===== src/rtl/memory_bus_interface_pkg.sv =====
// Shared definitions for the memory bus responder: phase codes driven on the
// bus_phase pins, FSM state encoding and pin-bus output-enable patterns.
package memory_bus_interface_pkg;

    // Phase codes seen by the external address latch / memory
    localparam logic [1:0] PHASE_IDLE   = 2'b00;
    localparam logic [1:0] PHASE_ADR_LO = 2'b01;
    localparam logic [1:0] PHASE_ADR_HI = 2'b10;
    localparam logic [1:0] PHASE_DATA   = 2'b11;

    // Pin-bus output enable patterns (the bus is always driven as a whole byte)
    localparam logic [7:0] OE_DRIVE   = 8'hFF;
    localparam logic [7:0] OE_RELEASE = 8'h00;

    typedef enum logic [2:0] {
        S_IDLE    = 3'd0,
        S_ADDR_LO = 3'd1,
        S_ADDR_HI = 3'd2,
        S_DATA    = 3'd3,
        S_DONE    = 3'd4
    } state_t;

endpackage


===== src/rtl/memory_bus_interface.sv =====
// Responder for the core's memory requests. Each request is executed on the
// shared 8-bit uio pin bus as: address low byte, address high byte (skippable
// when the external latch already holds it), then one or more data cycles.
//
// Handshake: req is a single-cycle strobe that is only looked at while idle
// (busy = 0); address/rw/wdata are captured on that cycle. Completion is a
// single-cycle ready pulse; rdata is valid from that pulse until the next read
// completes. A req seen while busy is dropped, never queued.
module memory_bus_interface
    import memory_bus_interface_pkg::*;
#(
    parameter int unsigned WAIT_CYCLES = 0,
    parameter bit          SKIP_HI     = 1'b1
) (
    input  logic        clk,
    input  logic        rst_n,
    input  logic        req,
    input  logic [15:0] address,
    input  logic        rw,
    input  logic [7:0]  wdata,
    output logic [7:0]  rdata,
    output logic        ready,
    output logic        busy,
    input  logic [7:0]  uio_in,
    output logic [7:0]  uio_out,
    output logic [7:0]  uio_oe,
    output logic [1:0]  bus_phase,
    output logic        write_strobe
);

    localparam logic [3:0] WAIT_INIT = 4'(WAIT_CYCLES);

    state_t      state;
    state_t      next_state;
    logic [15:0] addr_q;
    logic        rw_q;
    logic [7:0]  wdata_q;
    logic [7:0]  last_hi;
    logic        hi_valid;
    logic [3:0]  wait_cnt;
    logic        hi_matches;
    logic        last_data_cycle;

    // High byte may be skipped only if the latch provably holds this value
    assign hi_matches      = SKIP_HI && hi_valid && (addr_q[15:8] == last_hi);
    assign last_data_cycle = (state == S_DATA) && (wait_cnt == 4'd0);

    // State register; reset aborts any transaction and releases the pins
    always_ff @(posedge clk or negedge rst_n) begin
        if (!rst_n) begin
            state <= S_IDLE;
        end else begin
            state <= next_state;
        end
    end

    // Next-state and pin/phase outputs, all decoded from the current state
    always_comb begin
        next_state   = state;
        uio_out      = 8'h00;
        uio_oe       = OE_RELEASE;
        bus_phase    = PHASE_IDLE;
        write_strobe = 1'b0;
        ready        = 1'b0;
        unique case (state)
            S_IDLE: begin
                if (req) next_state = S_ADDR_LO;
            end
            S_ADDR_LO: begin
                uio_out    = addr_q[7:0];
                uio_oe     = OE_DRIVE;
                bus_phase  = PHASE_ADR_LO;
                next_state = hi_matches ? S_DATA : S_ADDR_HI;
            end
            S_ADDR_HI: begin
                uio_out    = addr_q[15:8];
                uio_oe     = OE_DRIVE;
                bus_phase  = PHASE_ADR_HI;
                next_state = S_DATA;
            end
            S_DATA: begin
                bus_phase = PHASE_DATA;
                if (!rw_q) begin
                    uio_out      = wdata_q;
                    uio_oe       = OE_DRIVE;
                    write_strobe = 1'b1;
                end
                if (wait_cnt == 4'd0) next_state = S_DONE;
            end
            S_DONE: begin
                ready      = 1'b1;
                next_state = S_IDLE;
            end
            default: next_state = S_IDLE;
        endcase
    end

    assign busy = (state != S_IDLE);

    // Request capture, high-byte latch tracking, wait counter and read data
    always_ff @(posedge clk or negedge rst_n) begin
        if (!rst_n) begin
            addr_q   <= 16'h0000;
            rw_q     <= 1'b0;
            wdata_q  <= 8'h00;
            last_hi  <= 8'h00;
            hi_valid <= 1'b0;
            wait_cnt <= 4'd0;
            rdata    <= 8'h00;
        end else begin
            if (state == S_IDLE && req) begin
                addr_q  <= address;
                rw_q    <= rw;
                wdata_q <= wdata;
            end
            if (state == S_ADDR_HI) begin
                last_hi  <= addr_q[15:8];
                hi_valid <= 1'b1;
            end
            if (state != S_DATA && next_state == S_DATA) begin
                wait_cnt <= WAIT_INIT;
            end else if (state == S_DATA && wait_cnt != 4'd0) begin
                wait_cnt <= wait_cnt - 4'd1;
            end
            if (last_data_cycle && rw_q) begin
                rdata <= uio_in;
            end
        end
    end

endmodule


===== config.mk =====
export PLATFORM = sky130hd
export DESIGN_NAME = memory_bus_interface
export DESIGN_NICKNAME = d
export VERILOG_FILES = /design/src/rtl/memory_bus_interface_pkg.sv /design/src/rtl/memory_bus_interface.sv
export SDC_FILE = /design/constraint.sdc
export NUM_CORES = 1
export LEC_CHECK = 0
export CAP_MARGIN = 20
export CORE_ASPECT_RATIO = 0.9
export CORE_MARGIN = 5
export CORE_UTILIZATION = 48
export CTS_CLUSTER_DIAMETER = 80
export DETAILED_ROUTE_END_ITERATION = 10
export HOLD_SLACK_MARGIN = 0.1
export MAX_ROUTING_LAYER = met4
export PLACE_DENSITY = 0.89
export SETUP_SLACK_MARGIN = 0.05
export SYNTH_ARGS = -nofsm -noshare
export SYNTH_HDL_FRONTEND = slang
export SYNTH_SLANG_ARGS = --single-unit

===== constraint.sdc =====
create_clock -name clk -period 2 [get_ports clk]
set_input_delay 0.5 -clock clk [delete_from_list [all_inputs] [get_ports clk]]
set_output_delay 0.5 -clock clk [all_outputs]
set_load 0.02 [all_outputs]

==> qor.txt, run 1 <==
Async set or reset register ratio after synthesis: 100%
Net Sw Power: 2.23 mW
Power share of the clock group: 11.2%
Total count of max-transition violations in the final report: 0
Worst path buffer plus inverter count: 4
Switching share of power: 36.0%
Max incr delay on CP: 0.42 ns
Critical path cell sequence: nand3b_1 > nor2_4 > buf_6 > buf_6 > a222oi_1 > inv_1 > buf_6
Placement Rows: 24
Cell Area, Synth: 2380 µm²
Final-report setup violation count: 13
Overflow after GRT: 0
Syn. warnings: 0
Peak supply drop: 0.874 mV
Setup repair after global routing missed its margin: yes
Area after DPL: 3180 µm²
DRT antenna net count: 0
Worst clock skew on the final layout: 0.0139 ns
Peak Freq: 454 MHz
Floorplan die area: 6470 µm²
Slew of the pin with the lowest slew margin: 0.397 ns
Main area contributors after synthesis: sky130_fd_sc_hd__dfrtp_1, sky130_fd_sc_hd__mux2_4, sky130_fd_sc_hd__mux2_2, sky130_fd_sc_hd__a222oi_1, sky130_fd_sc_hd__xnor2_1
CTS HTree Levels: 2
Sum Neg Setup Slack: -1.36 ns
First-pass GRT wire length: 8.38 mm
Total wire length after detailed routing: 4.91 mm
Vias after detailed routing: 1604
HPWL Detailed: 3.53 mm
Result of the run: complete, but fails checks
DRC violation total after the first TritonRoute iteration: 87
Global-route usage over all layers: 16.4%
Final RePlAce weighted congestion: 0.724
Worst slew margin relative to its limit: 73.4%
Critical path arrival: 1.70 ns
Cells on worst reg2reg path: 6
Number of different library cells in the post-synthesis netlist: 36
Routed wire length per instance: 15.2 µm
Sequential element share of the synthesized area: 51.5%
Worst Path Class, Setup: flop to output pin
Routed wl met3: 256 µm
Average cell area after synthesis: 14.3 µm²
Crit. path cell count: 7
Top-count cell post-synth: sky130_fd_sc_hd__dfrtp_1
Vias per inst: 4.95
Category of the worst setup path capture point: output pin
CTS tree: built
Top metal layer carrying routed signals: met4
CP startpoint kind: flop
Syn nets: 203
Initial cell density of the core: 49.2%
Critical-path maximum fanout: 4
FF/Latch Area: 1230 µm²
Largest area contributor in the netlist: sky130_fd_sc_hd__dfrtp_1
Share of power burned in registers: 29.1%
Number of antenna diodes: 0
Area share of the largest cell type after synthesis: 51.5%
Layout Nets: 295
Chip width: 84.2 µm
Area of the placeable core: 4830 µm²
Number of synthesized flops with an enable pin: 0
Insertion delay of the later-clocked pin in the worst-skew pair: 0.30 ns
Crit path setup slack, layout: -0.202 ns
Via count of the first global-routing pass: 1712
Port Buffers: 64
Clock-pin transition on the worst setup and hold timing paths: 0.09 ns
Gate power share: 59.7%
Clock root buffer: sky130_fd_sc_hd__clkbuf_8
Fraction of the cycle the final worst path needs: 110%
Worst hold path class: input port to asynchronous set/reset pin
Initial antenna violation count: 0
Number of hold violations in the final report: 0
Fillcell total: 354
Area overhead of the layout relative to synthesis: 43.3%
Count of max-cap constraint violations: 0
Inserted Clock Buffers: 5
Post-route design area: 3410 µm²
Met2 layer wire length in the routed design: 2.59 mm
Maximum number of pins on one net before global-route repair: 20
Post-layout minimum cycle time: 2.20 ns
Sink count of the clock tree: 49
Met1 WL: 2.02 mm
CP most frequent cell: sky130_fd_sc_hd__buf_6
Die H: 76.8 µm
Cell count after synthesis: 166
Count of unresolved DRC violations after routing: 0
Total area of multi-input combinational cells: 997 µm²
Design internal power: 3.96 mW
Layout cells sized above 1: 45.6%
Worst EP required: 1.50 ns
Top post-synthesis cells by count: sky130_fd_sc_hd__dfrtp_1, sky130_fd_sc_hd__mux2_2, sky130_fd_sc_hd__mux2_4
Primary FF master, synth: sky130_fd_sc_hd__dfrtp_1
Clock Path Buffers: 2
Leakage dissipation: 1.57 nW
Top-level port count: 65
Power density normalized to cell area: 1810 nW/µm²
Critical Path Slowest Stage Cell: sky130_fd_sc_hd__dfrtp_1
Flops & latches, synth: 49
Kind of cell adding the most delay to the critical path: buffers and inverters
1st-pass router iterations: 4
Violations in the final reports: negative setup slack
-- cells in the final DEF (no fill, tap or decap), types with 2 or more instances in the layout --
master	instances
sky130_fd_sc_hd__and2b_2	2
sky130_fd_sc_hd__buf_2	5
sky130_fd_sc_hd__buf_6	23
sky130_fd_sc_hd__xnor2_1	8
sky130_fd_sc_hd__dfrtp_1	49
sky130_fd_sc_hd__nor2_1	5
sky130_fd_sc_hd__mux2_2	21
sky130_fd_sc_hd__buf_12	3
sky130_fd_sc_hd__clkbuf_2	3
sky130_fd_sc_hd__nor3b_1	2
sky130_fd_sc_hd__a222oi_1	8
sky130_fd_sc_hd__clkbuf_8	5
sky130_fd_sc_hd__buf_4	22
sky130_fd_sc_hd__clkdlybuf4s50_1	42
sky130_fd_sc_hd__mux2_4	20
sky130_fd_sc_hd__inv_1	13
-- layout make-up --
class | count | share of cell area (%)
sequential | 49 | 36.0
clock buffer | 6 | 2.13
multi-input combinational | 91 | 29.2
inverter | 13 | 1.43
tap | 65 | 2.39
clock inverter | 2 | 1.14
timing repair buffer | 98 | 27.7
-- repair_timing --
action                                 in CTS  in global routing
cloned                                      0                  0
endpoints found under the hold margin       0                  0
resized for setup                         106                 16
hold buffers                                0                  0
pin swaps                                  10                  5
buffers inserted                           10                  2
setup endpoints to repair                  21                 19
-- worst paths after layout --
path	start	endpoint	slack, ns
worst max-delay path	state[0]	uio_out[6]	-0.20
worst min-delay path	rst_n	addr_q[1]	0.1
worst max register to register	state[0]	wdata_q[0]	0.11
worst min register to register	hi_valid	hi_valid	0.48
max in group asynchronous	rst_n	wait_cnt[3]	1.30
min in group clk	hi_valid	hi_valid	0.48
-- routing by layer --
metal	track usage, %	vias up
met2	27.7	42
met4	3.38	0
met1	19.7	792
met5	-	-
met3	4.50	5
li1	-	765
-- stage by stage --
step / setup slack (ns) / std cells / utilization (%) / hold slack, ns / total power, mW
6_report: -0.202 / 324 / 70.5 / 0.0987 / 6.19
3_3_place_gp: -0.164 / 304 / 65.8 / 0.427 / 5.15
2_1_floorplan: 0.0959 / 166 / - / 0.204 / 4.02
4_1_cts: -0.225 / 322 / 69.7 / 0.102 / 6.13
5_1_grt: -0.276 / 324 / 70.5 / 0.112 / 6.54
3_5_place_dp: -0.258 / 304 / 65.8 / 0.428 / 5.24
-- sequential cells by signal (all words and copies together), names as in the netlist --
| register | flops |
|---|---|
| addr_q | 16 |
| last_hi | 8 |
| rdata | 8 |
| wdata_q | 8 |
| wait_cnt | 4 |
| state | 3 |
| hi_valid | 1 |
| rw_q | 1 |
-- power groups by stage --
stage	combinational, mW	clock [mW]	sequential [mW]
final	3.69	0.690	1.80
after global routing	3.92	0.750	1.87
after CTS	3.61	0.713	1.80
after detailed placement	3.42	0	1.82
after global placement	3.36	0	1.79
after floorplan	2.20	0	1.82
-- cells by family after synthesis --
group                      count (synthesis)  share of synthesized area [%]
muxes                                     42                           23.0
adders and majority gates                  1                          0.526
and+or+nand+nor                           24                           8.05
DFF                                       49                           51.5
AOI/OAI and AO/OA                         15                           6.10
xor gates and xnor gates                   9                           3.31
buffers and inverters                     26                           7.52
Note: power is estimated with default switching activity, not from simulation.
==> run 2, diff against run 1 <==
Settings changed: CORE_UTILIZATION 48 to 43, PLACE_DENSITY 0.89 to 0.84.
Clock period 2 ns to 1.9 ns, I/O delays scaled along.
==> qor.txt, run 2 (same netlist as run 1, synthesis figures left out) <==
Number of antenna diodes: 0 (unchanged)
Worst EP required: 1.42 ns (-0.08 ns)
DRT antenna net count: 0 (unchanged)
Sink count of the clock tree: 49 (unchanged)
CTS tree: built
Worst slack on hold paths: 0.142 ns (+0.0433 ns)
Overflow after GRT: 0 (unchanged)
Worst clock skew on the final layout: 0.00423 ns (-0.00963 ns)
Count of unresolved DRC violations after routing: 0 (unchanged)
Top-level port count: 65 (unchanged)
Area of the placeable core: 5320 µm² (+10%)
HPWL Detailed: 3.57 mm (+1.1%)
Final RePlAce weighted congestion: 0.731 (+1.0%)
Category of the worst setup path capture point: output pin
Placement Rows: 25 (+4.2%)
Total wire length after detailed routing: 5.45 mm (+11%)
Floorplan die area: 7120 µm² (+10%)
Fillcell total: 386 (+9.0%)
Insertion delay of the later-clocked pin in the worst-skew pair: 0.30 ns (about the same)
Start point of the critical path: state[2]
Inserted Clock Buffers: 5 (unchanged)
Peak supply drop: 1.22 mV (+40%)
Initial antenna violation count: 0 (unchanged)
Worst hold path class: input port to asynchronous set/reset pin
Result of the run: complete, but fails checks
Number of hold violations in the final report: 0 (unchanged)
CTS HTree Levels: 2 (unchanged)
1st-pass router iterations: 4 (unchanged)
Kind of cell adding the most delay to the critical path: flip-flops
Leakage dissipation: 1.67 nW (+6.3%)
FF-to-FF setup slack: -0.03 ns (-0.14 ns)
Violations in the final reports: negative setup slack
Critical-path maximum fanout: 5 (+1)
Via count of the first global-routing pass: 1838 (+7.4%)
Maximum number of pins on one net before global-route repair: 50 (+150%)
Layout cells sized above 1: 48.9% (+3.3 points)
Critical path arrival: 1.71 ns (about the same)
Area after DPL: 3240 µm² (+2.0%)
Max incr delay on CP: 0.41 ns (about the same)
Power density normalized to cell area: 1930 nW/µm² (+6.5%)
Flip-flop count of the largest register, all copies and words added: 16 (unchanged)
Post-route design area: 3630 µm² (+6.3%)
DRC violation total after the first TritonRoute iteration: 104 (+20%)
Chip width: 88.4 µm (+5.0%)
Top register by number of flip-flops: addr_q
First-pass GRT wire length: 8.65 mm (+3.2%)
Worst path buffer plus inverter count: 3 (-1)
Total Power: 7.01 mW (+13%)
CP startpoint kind: flop
Clock-pin transition on the worst setup and hold timing paths: 0.09 ns (about the same)
Total count of max-transition violations in the final report: 0 (unchanged)
Peak Freq: 457 MHz
Slew of the pin with the lowest slew margin: 0.389 ns (-0.00815 ns)
Sum Neg Setup Slack: -2.95 ns (-1.58 ns)
CP most frequent cell: sky130_fd_sc_hd__buf_6
Area overhead of the layout relative to synthesis: 52.4%
Vias per inst: 5.05 (+2.0%)
Global-route usage over all layers: 16.2% (-0.16 points)
Setup repair after global routing missed its margin: yes
Clock root buffer: sky130_fd_sc_hd__clkbuf_8
Final-report setup violation count: 35 (+22)
End point of the critical path: uio_out[7]
Initial cell density of the core: 44.8% (-4.5 points)
End of the worst register-to-register path: addr_q[13]
Fraction of the cycle the final worst path needs: 115%
Layout Nets: 304 (+3.1%)
Critical Path Slowest Stage Cell: sky130_fd_sc_hd__dfrtp_1
Worst Path Class, Setup: flop to output pin
Worst reg2reg path startpoint: state[2]
Critical path cell sequence: nand3b_1 > nor2_4 > buf_6 > a222oi_1 > inv_1 > buf_6
Commonest cells after routing, fill and taps aside: sky130_fd_sc_hd__dfrtp_1, sky130_fd_sc_hd__clkdlybuf4s50_1, sky130_fd_sc_hd__buf_6
Vias after detailed routing: 1692 (+5.5%)
Crit path setup slack, layout: -0.290 ns (-0.0874 ns)
Post-layout minimum cycle time: 2.19 ns
Die H: 80.6 µm (+4.9%)
Routed wire length per instance: 16.3 µm (+7.3%)
Count of max-cap constraint violations: 0 (unchanged)
Leading cell type in the layout, fill and taps excluded: sky130_fd_sc_hd__dfrtp_1
Cells on worst reg2reg path: 8 (+2)
FF/Latch Area: 1230 µm² (+0.20%)
Crit. path cell count: 6 (-1)
Port Buffers: 64 (unchanged)
Clock Path Buffers: 2 (unchanged)
Total area of multi-input combinational cells: 1040 µm² (+3.9%)
Worst slew margin relative to its limit: 74.0% (+0.54 points)
## run 2: power breakdown
part | switching (mW) | internal, mW
Combinational | 1.85 | 2.63
Clock | 0.341 | 0.330
Sequential | 0.316 | 1.54
Total | 2.51 | 4.50
## run 2: per-layer routing
| layer | global-route usage, % | up-vias | routed length [µm] |
|---|---|---|---|
| li1 | - | 783 | - |
| met1 | 18.7 | 855 | 2200 |
| met2 | 28.8 | 49 | 2890 |
| met3 | 3.49 | 5 | 308 |
| met4 | 3.63 | 0 | 49 |
| met5 | - | - | 0 |
## run 2: cell type report
class | instances | share of cell area, %
clock buffers | 7 | 2.66
clock inverters | 1 | 0.138
inverters | 13 | 1.35
multi-input cells | 91 | 28.6
flip-flops and latches | 49 | 33.9
well taps | 67 | 2.31
repair buffers | 107 | 31.1
## run 2: how the worst min path moves through the flow
stage,to,slack (ns),cells after the start,startpoint
after CTS,addr_q[5],0.15,2,rst_n
after global routing,addr_q[5],0.15,2,rst_n
after detailed placement,hi_valid,0.47,1,hi_valid
final,addr_q[5],0.14,2,rst_n
after global placement,hi_valid,0.45,1,hi_valid
after floorplan,addr_q[0],0.18,0,rst_n
## run 2: through the flow
step	setup WS [ns]	cells	util, %
after floorplan	0.0765	166	-
after global placement	-0.324	310	61.0
after detailed placement	-0.375	310	61.0
after CTS	-0.262	333	66.9
after global routing	-0.347	335	68.2
final	-0.290	335	68.2
## run 2: repair_timing
item                       in CTS  in global routing
hold buffers                    0                  0
gates cloned                    2                  0
pin swaps                      11                  6
gates resized for setup       124                 20
setup endpoints to repair      40                 53
setup buffers                  13                  6
==> run 3, diff against run 2 <==
==> constraint.sdc (replaced) <==
create_clock -name clk -period 1.9 [get_ports clk]
set_input_delay 0.38 -clock clk [delete_from_list [all_inputs] [get_ports clk]]
set_output_delay 0.38 -clock clk [all_outputs]
set_load 0.02 [all_outputs]
==> qor.txt, run 3 (same netlist as run 1, synthesis figures left out) <==
Most Crowded Layer GR: met2
Violations in the final reports: negative setup slack
Final cell utilization of the core: 65.3% (-2.9 points)
Leakage dissipation: 1.60 nW (-4.1%)
Routed wire length per instance: 17.2 µm (+5.7%)
Floorplan die area: 7120 µm² (unchanged)
Worst Path Class, Setup: flop to output pin
Clock Path Buffers: 2 (unchanged)
Worst hold path class: flop to flop
Initial antenna violation count: 0 (unchanged)
Leading cell type in the layout, fill and taps excluded: sky130_fd_sc_hd__dfrtp_1
Setup repair after global routing missed its margin: yes
Vias per inst: 5.10 (+1.1%)
Maximum number of pins on one net before global-route repair: 27 (-46%)
Worst slew margin relative to its limit: 62.4% (-12 points)
Flip-flop count of the largest register, all copies and words added: 16 (unchanged)
Initial cell density of the core: 44.8% (unchanged)
Sink count of the clock tree: 49 (unchanged)
Worst clock skew on the final layout: 0.00634 ns (+0.00211 ns)
Peak supply drop: 1.00 mV (-18%)
DRT antenna net count: 0 (unchanged)
Global routing met2 resource utilization: 26.1% (-2.8 points)
Post-route design area: 3470 µm² (-4.3%)
GR met1 Demand/Resource: 19.3% (+0.53 points)
Inserted Clock Buffers: 5 (unchanged)
Critical path cell sequence: nand3b_1 > nor2_2 > buf_4 > a222oi_1 > inv_1 > buf_2
Max incr delay on CP: 0.43 ns (+0.02 ns)
Top-level port count: 65 (unchanged)
Insertion delay of the later-clocked pin in the worst-skew pair: 0.31 ns (about the same)
1st-pass router iterations: 7 (+3)
Port Buffers: 64 (unchanged)
CTS HTree Levels: 2 (unchanged)
Area overhead of the layout relative to synthesis: 45.8%
Number of antenna diodes: 0 (unchanged)
CTS tree: built
Final-report setup violation count: 41 (+17%)
Critical path arrival: 1.71 ns (about the same)
Clock root buffer: sky130_fd_sc_hd__clkbuf_8
Total Power: 6.64 mW (-5.2%)
Global-route usage over all layers: 15.8% (-0.42 points)
Via count of the first global-routing pass: 1728 (-6.0%)
Overflow after GRT: 0 (unchanged)
Slew of the pin with the lowest slew margin: 0.564 ns (+0.175 ns)
Worst EP required: 1.52 ns (+0.10 ns)
Commonest cells after routing, fill and taps aside: sky130_fd_sc_hd__dfrtp_1, sky130_fd_sc_hd__clkdlybuf4s50_1, sky130_fd_sc_hd__mux2_4
Clock-pin transition on the worst setup and hold timing paths: 0.09 ns (about the same)
Post-layout minimum cycle time: 2.09 ns (-0.0969 ns)
Total wire length after detailed routing: 5.62 mm (+3.2%)
Placement Rows: 25 (unchanged)
Fillcell total: 411 (+6.5%)
Count of unresolved DRC violations after routing: 0 (unchanged)
Layout cells sized above 1: 46.5% (-2.3 points)
Placed cells: 305 (-1.6%)
Peak Freq: 478 MHz (+4.6%)
FF/Latch Area: 1230 µm² (-0.20%)
Category of the worst setup path capture point: output pin
Setup Slack @ Placement: -0.218 ns (+0.157 ns)
Die H: 80.6 µm (unchanged)
DRC violation total after the first TritonRoute iteration: 108 (+3.8%)
Critical-path maximum fanout: 5 (unchanged)
Crit path setup slack, layout: -0.193 ns (+0.0969 ns)
Total count of max-transition violations in the final report: 0 (unchanged)
Area after DPL: 3180 µm² (-1.9%)
Fraction of the cycle the final worst path needs: 110% (-5.1 points)
Number of standard cells in the layout, taps in and fillers out: 327 (-2.4%)
HPWL Detailed: 3.76 mm (+5.3%)
Chip width: 88.4 µm (unchanged)
Fraction of met3 tracks used by global routing: 4.62% (+1.1 points)
CP startpoint kind: flop
Top register by number of flip-flops: addr_q
Result of the run: complete, but fails checks
Vias after detailed routing: 1669 (-1.4%)
First-pass GRT wire length: 8.38 mm (-3.1%)
Area of the placeable core: 5320 µm² (unchanged)
Final RePlAce weighted congestion: 0.759 (+3.8%)
Power density normalized to cell area: 1910 nW/µm² (-0.93%)
Total area of multi-input combinational cells: 1030 µm² (-0.84%)
Critical Path Slowest Stage Cell: sky130_fd_sc_hd__dfrtp_1
Number of hold violations in the final report: 0 (unchanged)
Count of max-cap constraint violations: 0 (unchanged)
Layout Nets: 296 (-2.6%)
-- run 3: stage by stage --
| step | setup TNS, ns | hold slack [ns] |
|---|---|---|
| floorplan | 0 | 0.0844 |
| global placement | -2.16 | 0.395 |
| detailed placement | -2.42 | 0.403 |
| CTS | -1.06 | 0.492 |
| global route | -5.12 | 0.518 |
| finish | -3.02 | 0.492 |
-- run 3: critical path, delay by kind of cell, from the launching register on --
kind | cells | cell delay (ns)
flip-flops | 1 | 0.43
buffers and inverters | 3 | 0.39
AO/OA/AOI/OAI | 1 | 0.36
AND/OR/NAND/NOR | 2 | 0.22
-- run 3: area by class of cell --
cell class | count | share of cell area (%)
Clock buffer | 5 | 1.98
Clock inverter | 3 | 0.613
Inverter | 13 | 1.41
Multi-Input combinational cell | 91 | 29.6
Sequential cell | 49 | 35.3
Tap cell | 67 | 2.42
Timing Repair Buffer | 99 | 28.7
-- run 3: worst paths after layout --
check	startpoint	endpoint	slack, ns	cells after the start
min	hi_valid	hi_valid	0.49	1
max reg2reg	state[2]	addr_q[12]	-0.08	7
max	state[0]	uio_out[4]	-0.19	6
max in group asynchronous	rst_n	rw_q	0.77	3
min reg2reg	hi_valid	hi_valid	0.49	1
min in group asynchronous	rst_n	wdata_q[1]	0.58	2
-- run 3: power breakdown --
group / internal, mW / total [mW] / switching, mW
logic: 2.37 / 4.12 / 1.74
clock network: 0.262 / 0.628 / 0.366
registers: 1.53 / 1.90 / 0.369
-- run 3: layer usage --
metal	share of wire [%]	vias to the layer above	wire length, µm
met1	42	825	2340
met2	52	64	2910
met3	5.5	11	307
li1	-	769	-
met5	0	-	0
met4	1.2	0	70
-- run 3: what timing repair did --
item	4_1_cts	5_1_grt
endpoints found under the hold margin	23	0
pin swaps	9	4
hold buffers	1	0
gates cloned	0	2
endpoints found under the setup margin	25	55
resized for setup	101	27
setup buffers	8	4
